==> src/rtl/sipo_frame_ctrl_if.sv <==
// Parallel-word handshake between the SIPO frame controller and its consumer.
// The master side drives the captured word and its valid flag; the slave side returns ready.
interface sipo_frame_ctrl_if #(
   parameter int WIDTH = 4
) ();
   logic [WIDTH-1:0] data_out;
   logic             data_valid;
   logic             out_ready;

   modport master (
      output data_out,
      output data_valid,
      input  out_ready
   );

   modport slave (
      input  data_out,
      input  data_valid,
      output out_ready
   );
endinterface

==> src/rtl/sipo_frame_ctrl.sv <==
// Frame controller for serial-in/parallel-out capture with valid/ready hand-off.
// Define SIPO_CTRL_PARITY_EN to add a trailing even-parity bit and the parity_err flag.
module sipo_frame_ctrl #(
   parameter  int WIDTH = 4,
   localparam int CNT_W = $clog2(WIDTH)
) (
   input  logic                 clk,
   input  logic                 reset,
   input  logic                 start,
   input  logic                 data_in,
   sipo_frame_ctrl_if.master    out_bus,
   output logic                 busy,
   output logic [CNT_W-1:0]     bit_cnt,
   output logic                 overrun,
   output logic                 parity_err
);

   typedef enum logic [1:0] {
      IDLE   = 2'd0,
      SHIFT  = 2'd1,
      PARITY = 2'd2,
      HOLD   = 2'd3
   } state_t;

   localparam logic [CNT_W-1:0] LAST_CNT = CNT_W'(WIDTH - 1);

   state_t           state;
   state_t           state_nxt;
   logic [WIDTH-1:0] data_out_q;
   logic             data_valid_q;
   logic             last_bit;
   logic             shift_en;
   logic             frame_start;
   logic             overrun_nxt;

   assign last_bit           = (bit_cnt == LAST_CNT);
   assign out_bus.data_out   = data_out_q;
   assign out_bus.data_valid = data_valid_q;

   // NOTE: sequential state uses non-blocking assignments so every flop samples pre-edge values.
   always_ff @(posedge clk or negedge reset) begin
      if (!reset) state <= IDLE;
      else        state <= state_nxt;
   end

   // NOTE: every always_comb output gets a default first so no path can infer a latch.
   always_comb begin
      state_nxt = state;
      unique case (state)
         IDLE:   if (start) state_nxt = SHIFT;
         SHIFT: begin
            if (last_bit) begin
`ifdef SIPO_CTRL_PARITY_EN
               state_nxt = PARITY;
`else
               state_nxt = HOLD;
`endif
            end
         end
         PARITY: state_nxt = HOLD;
         HOLD:   if (out_bus.out_ready) state_nxt = start ? SHIFT : IDLE;
         default: state_nxt = IDLE;
      endcase
   end

   // Control strobes decoded from the current state and inputs.
   always_comb begin
      busy        = (state != IDLE);
      shift_en    = (state == SHIFT);
      frame_start = start && ((state == IDLE) || (state == HOLD && out_bus.out_ready));
      overrun_nxt = start && ((state == SHIFT) || (state == PARITY) ||
                              (state == HOLD && !out_bus.out_ready));
   end

   always_ff @(posedge clk or negedge reset) begin
      if (!reset) begin
         data_out_q   <= '0;
         data_valid_q <= 1'b0;
         bit_cnt      <= '0;
         overrun      <= 1'b0;
      end else begin
         // First bit received drifts down to bit 0 by the end of the frame.
         if (shift_en) data_out_q <= {data_in, data_out_q[WIDTH-1:1]};

         if (frame_start)   bit_cnt <= '0;
         else if (shift_en) bit_cnt <= last_bit ? '0 : bit_cnt + CNT_W'(1);

         data_valid_q <= (state_nxt == HOLD);
         overrun      <= overrun_nxt;
      end
   end

`ifdef SIPO_CTRL_PARITY_EN
   always_ff @(posedge clk or negedge reset) begin
      if (!reset)                  parity_err <= 1'b0;
      else if (frame_start)        parity_err <= 1'b0;
      else if (state == PARITY)    parity_err <= (^data_out_q) ^ data_in;
   end
`else
   assign parity_err = 1'b0;
`endif

endmodule

==> src/flat_wrapper.sv <==
// flat-port wrapper written by rule: the top's interface ports become plain ports
module sipo_frame_ctrl_flat 
#(
   parameter  int WIDTH = 4,
   localparam int CNT_W = $clog2(WIDTH)
)
  (clk, reset, start, data_in, busy, bit_cnt, overrun, parity_err, out_bus_data_out, out_bus_data_valid, out_bus_out_ready);
  sipo_frame_ctrl_if #(.WIDTH(WIDTH)) out_bus_i ();
  input  logic clk;
  input  logic reset;
  input  logic start;
  input  logic data_in;
  output logic busy;
  output logic [CNT_W-1:0] bit_cnt;
  output logic overrun;
  output logic parity_err;
  output wire logic [$bits(out_bus_i.data_out)-1:0] out_bus_data_out;
  output wire logic [$bits(out_bus_i.data_valid)-1:0] out_bus_data_valid;
  input wire logic [$bits(out_bus_i.out_ready)-1:0] out_bus_out_ready;
  assign out_bus_data_out = out_bus_i.data_out;
  assign out_bus_data_valid = out_bus_i.data_valid;
  assign out_bus_i.out_ready = out_bus_out_ready;
  sipo_frame_ctrl #(.WIDTH(WIDTH)) u_core (.clk(clk), .reset(reset), .start(start), .data_in(data_in), .out_bus(out_bus_i), .busy(busy), .bit_cnt(bit_cnt), .overrun(overrun), .parity_err(parity_err));
endmodule
==> config.mk <==
export PLATFORM = sky130hd
export DESIGN_NAME = sipo_frame_ctrl_flat
export DESIGN_NICKNAME = d
export VERILOG_FILES = /design/src/rtl/sipo_frame_ctrl_if.sv /design/src/rtl/sipo_frame_ctrl.sv /design/src/flat_wrapper.sv
export SDC_FILE = /design/constraint.sdc
export NUM_CORES = 1
export LEC_CHECK = 0
export ABC_AREA = 1
export CAP_MARGIN = 20
export CORE_UTILIZATION = 40
export CTS_CLUSTER_DIAMETER = 100
export CTS_CLUSTER_SIZE = 12
export DETAILED_ROUTE_END_ITERATION = 10
export GPL_TIMING_DRIVEN = 0
export MAX_ROUTING_LAYER = met4
export PLACE_DENSITY = 0.69
export SYNTH_ARGS = -nofsm -noshare
export SYNTH_HDL_FRONTEND = slang
export SYNTH_SLANG_ARGS = --single-unit
==> constraint.sdc <==
create_clock -name clk -period 1.7 [get_ports clk]
set_clock_uncertainty 0.05 [all_clocks]
set_input_delay 0.255 -clock clk [delete_from_list [all_inputs] [get_ports clk]]
set_output_delay 0.255 -clock clk [all_outputs]
set_load 0.1 [all_outputs]
Word level (Yosys, flattened, before mapping)
Cells that the tools add are included.
{"block": "totals", "word_cells": 30, "inputBits": 5, "ff_bits": 10, "out_inout_bits": 10}
{"block": "op_classes", "n_reduce_logical": 11, "n_mux": 8, "add_sub_neg": 1, "eq_ne": 5}
{"cell": "2-bit 2-to-1 mux", "n": 6}
{"cell": "2-bit equality test (second input constant)", "n": 4}
{"cell": "2-bit one-hot mux with 4 select lines", "n": 1}
{"cell": "1-bit logical AND", "n": 4}
{"cell": "2-bit nonzero test", "n": 2}
{"cell": "1-bit logical OR", "n": 3}
{"cell": "2-bit by 1-bit adder with 2-bit output (second input constant)", "n": 1}
{"cell": "2-bit by 1-bit equality test with 1-bit output (second input constant)", "n": 1}
{"cell": "2-bit logical NOT", "n": 1}
{"cell": "1-bit logical NOT", "n": 1}
{"cell": "1-bit 2-to-1 mux", "n": 1}

Depth between registers and ports, before layout
{"block": "depth", "word_depth": 5, "depth_mapped": 6, "mapped_depth_nobuf": 6}

Worst setup path after synthesis
OpenSTA, ideal clock, no wires.
{"block": "synth_timing", "kind": "flip-flop to flip-flop", "startpoint": "reg u_core.state[0]", "endpoint": "reg u_core.bit_cnt[0]", "n_path_buf": 0, "slack_ps": -18, "required_ps": 1571, "stages_incl_launch_ff": 6, "arrival_time_ps": 1589, "setup_ps": 79, "synth_period_minus_slack_ps": 1718, "cell_sequence": "dfrtp_1 -> inv_1 -> ha_1 -> inv_1 -> o21ai_0 -> a21oi_1"}
{"block": "synth_between", "elab_chain_len": 5, "elab_cells_between_ends": 8, "classes_between": "2 x eq/ne; 1 x mux; 5 x reduce/logical"}
{"element": "start: declaration", "line_no": "sipo_frame_ctrl.sv:27", "rtl": "state_t state;"}
{"element": "start signal: assignment", "line_no": "sipo_frame_ctrl.sv:43", "rtl": "else state <= state_nxt;"}
{"element": "2-bit equality test", "line_no": "sipo_frame_ctrl.sv:70", "rtl": "frame_start = start && ((state == IDLE) || (state == HOLD && out_bus.out_ready));"}
{"element": "1-bit logical AND", "line_no": "sipo_frame_ctrl.sv:70"}
{"element": "1-bit logical OR", "line_no": "sipo_frame_ctrl.sv:70"}
{"element": "1-bit logical AND", "line_no": "sipo_frame_ctrl.sv:70"}
{"element": "2-bit 2-to-1 mux / 2-bit nonzero test (equally long branches)"}
{"element": "end signal: assignment", "line_no": "sipo_frame_ctrl.sv:86", "rtl": "else if (shift_en) bit_cnt <= last_bit ? '0 : bit_cnt + CNT_W'(1);"}
{"element": "end: declaration", "line_no": "sipo_frame_ctrl.sv:13", "rtl": "output logic [CNT_W-1:0] bit_cnt,"}
Several ways; a longest one is shown, not always the timed one.
A chain may end at the register's enable or synchronous reset.

Final worst setup path
{"block": "layout_timing", "startpoint": "reg u_core.state[1]", "endpoint": "out busy"}
{"block": "layout_between", "elab_chain_len": 1}
{"element": "2-bit nonzero test", "line_no": "sipo_frame_ctrl.sv:68", "rtl": "busy = (state != IDLE);"}
{"element": "end: declaration", "line_no": "flat_wrapper.sv:13", "rtl": "output logic busy;"}
Every way passes these cells.

==> results.yml <==
layout:
  diodes: 0
  stdcell_count: 92
  area_growth_pct: 37.6
  seq_area_sq_um: 253
  nFillCells: 101
  final_common_cell: "nand2_1"
  fin_nets: 90
  final_cell_mix: "nand2_1, inv_1, clkdlybuf4s15_2, dfrtp_1"
  layout-drive-gt1-share_pct: 24.4
  multi_input_area_sq_um: 229
die:
  rows: 12
  core-area_sq_um: 1160
  dieHeight_microns: 38.2
  die_x_microns: 38.2
  io_pins: 15
  die_area_sq_um: 1460
  initial_core_util_pct: 45.2
clocking:
  cts_hold_buffers: 0
  htree_levels: 1
  cts_buffers: 3
  postCtsSetupBuffers: 0
  clk_root_buffer_cell: "clkbuf_4"
  path_clk_slew_ns: 0.07
  clk_path_buf_depth: 2
  cts_resized: 30
  numClockSinks: 10
  cts_tree: "done"
  clk_latency_ns: 0.27
job:
  maxCapViolations: 0
logic_synthesis:
  synth-seq-cells: 10
  ys_warn_count: 0
  syn_inst: 61
  synth.top_cell.area_share_pct: 47.8
  synthesis.nets: 72
  avgSynthCellArea_sq_um: 8.57
  yosysSeqAreaShare_pct: 47.8
  synth_area_sq_um: 523
  synth_top_area_cell: "dfrtp_1"
  synth_cell_types: 13
  synthTopCellsByArea: "dfrtp_1, ha_1, nand2_1"
worst_setup_path:
  cp-endpoint: "busy"
  path_class: "flop to primary output"
  cp.required_ns: 1.39
  r2r-start: "u_core.state[1]"
  path_max_fanout: 6
  end_kind: "primary output"
  crit_arrival_ns: 1.31
  worstSetupStartpointType: "flop"
  rrSetupSlack_ns: 0.21
  rr_worst_depth: 5
  r2r_end: "u_core.bit_cnt[0]"
  cp-startpoint: "u_core.state[1]"
routing:
  firstDrtPassIters: 4
  drt_iter0_markers: 5
  drc: 0
  drt_wl_total_microns: 989
  wl_per_cell_microns: 10.8
  avgViaCountPerCell: 4.55
  ant_nets: 0
  vias: 419
global_route:
  grt_pass1_wl_mm: 1.64
  grt_antenna_before_repair: 0
  grt_usage_pct: 17.8
  grt_pass1_vias: 392
  gr-total-overflow: 0
  grt_max_degree: 11
placement:
  port_buffers: 13
  gp_congestion: 0.788
  placed_cells_incl_taps: 88
  dpl.hpwl_microns: 736
worst_hold_path:
  hold_path_class: "primary input to async pin"
timing:
  worstMarginPinSlew_ns: 0.550
  hold_viol: 0
  report.final.slew_viol_count: 0
  fin_crit_ns: 1.61
  final.period_utilization_pct: 95.0
  finalSetupViolations: 0
  slew_headroom_pct: 63.5
  clock.fmax_ghz: 0.619
run_status:
  status: "complete, no violations"
## layout make-up
type / instances / area share [%]
Clock buffer: 4 / 3.65
Inverter: 11 / 6.26
Buffer: 1 / 1.04
Sequential cell: 10 / 35.1
Tap cell: 14 / 2.43
Timing Repair Buffer: 13 / 19.7
Multi-Input combinational cell: 39 / 31.8
## per-stage QoR
step / util, % / TNS [ns] / hold slack (ns) / instance area (sq um) / worst slack [ns]
after floorplan: - / 0 / -0.0906 / 528 / 0.0125
after global placement: 58.4 / -1.04 / 0.421 / 676 / -0.533
after detailed placement: 58.4 / -1.09 / 0.430 / 676 / -0.544
after CTS: 61.4 / 0 / 0.260 / 709 / 0.00548
after global routing: 62.2 / -0.0146 / 0.286 / 719 / -0.0146
final: 62.2 / 0 / 0.255 / 719 / 0.0856
## synth_stat cells
cell type,count
nand2_1,12
dfrtp_1,10
inv_1,10
ha_1,6
o21ai_0,6
nand3_1,5
a21oi_1,4
nor2_1,3
buf_4,1
conb_1,1
inv_2,1
o21bai_1,1
or3_1,1
## flip-flops by register name, summed over array words and instances, names as in the netlist
| name | count |
|---|---|
| u_core.out_bus.data_valid | 1 |
| u_core.bit_cnt | 2 |
| u_core.overrun | 1 |
| u_core.out_bus.data_out | 4 |
| u_core.state | 2 |
## routing by layer
| metal | part of all wire [%] | global-route usage, % | up-vias |
|---|---|---|---|
| met5 | 0 | - | - |
| met4 | 0.40 | 5.36 | 0 |
| met3 | 7.1 | 10.5 | 2 |
| met2 | 46 | 24.2 | 11 |
| met1 | 47 | 22.2 | 182 |
| li1 | - | - | 224 |
## worst min-delay path by stage
stage               slack [ns]  cells past startpoint                       start                          to
global route              0.29                      1                       reset              u_core.overrun
global placement          0.42                      2  u_core.out_bus.data_out[0]  u_core.out_bus.data_out[0]
finish                    0.26                      1                       reset              u_core.overrun
detailed placement        0.43                      2  u_core.out_bus.data_out[0]  u_core.out_bus.data_out[0]
CTS                       0.26                      1                       reset              u_core.overrun
floorplan                -0.09                      0                       reset           u_core.bit_cnt[0]
## logic make-up after synthesis
logic type | Yosys count | synth area share (%)
simple gates | 21 | 16.7
buf+inv | 12 | 9.33
compound gates | 11 | 11.0
flops | 10 | 47.8
fa+ha+maj | 6 | 14.4
other cells | 1 | 0.717
## critical path, cell delays in order, from the launching register on
cell and delay (ns):
dfrtp_1 0.43, inv_1 0.13, ha_2 0.20, clkinvlp_4 0.09, buf_6 0.19
Power is not shown: default switching activity piles up to over one toggle a cycle in this logic, so the estimate is an artifact.
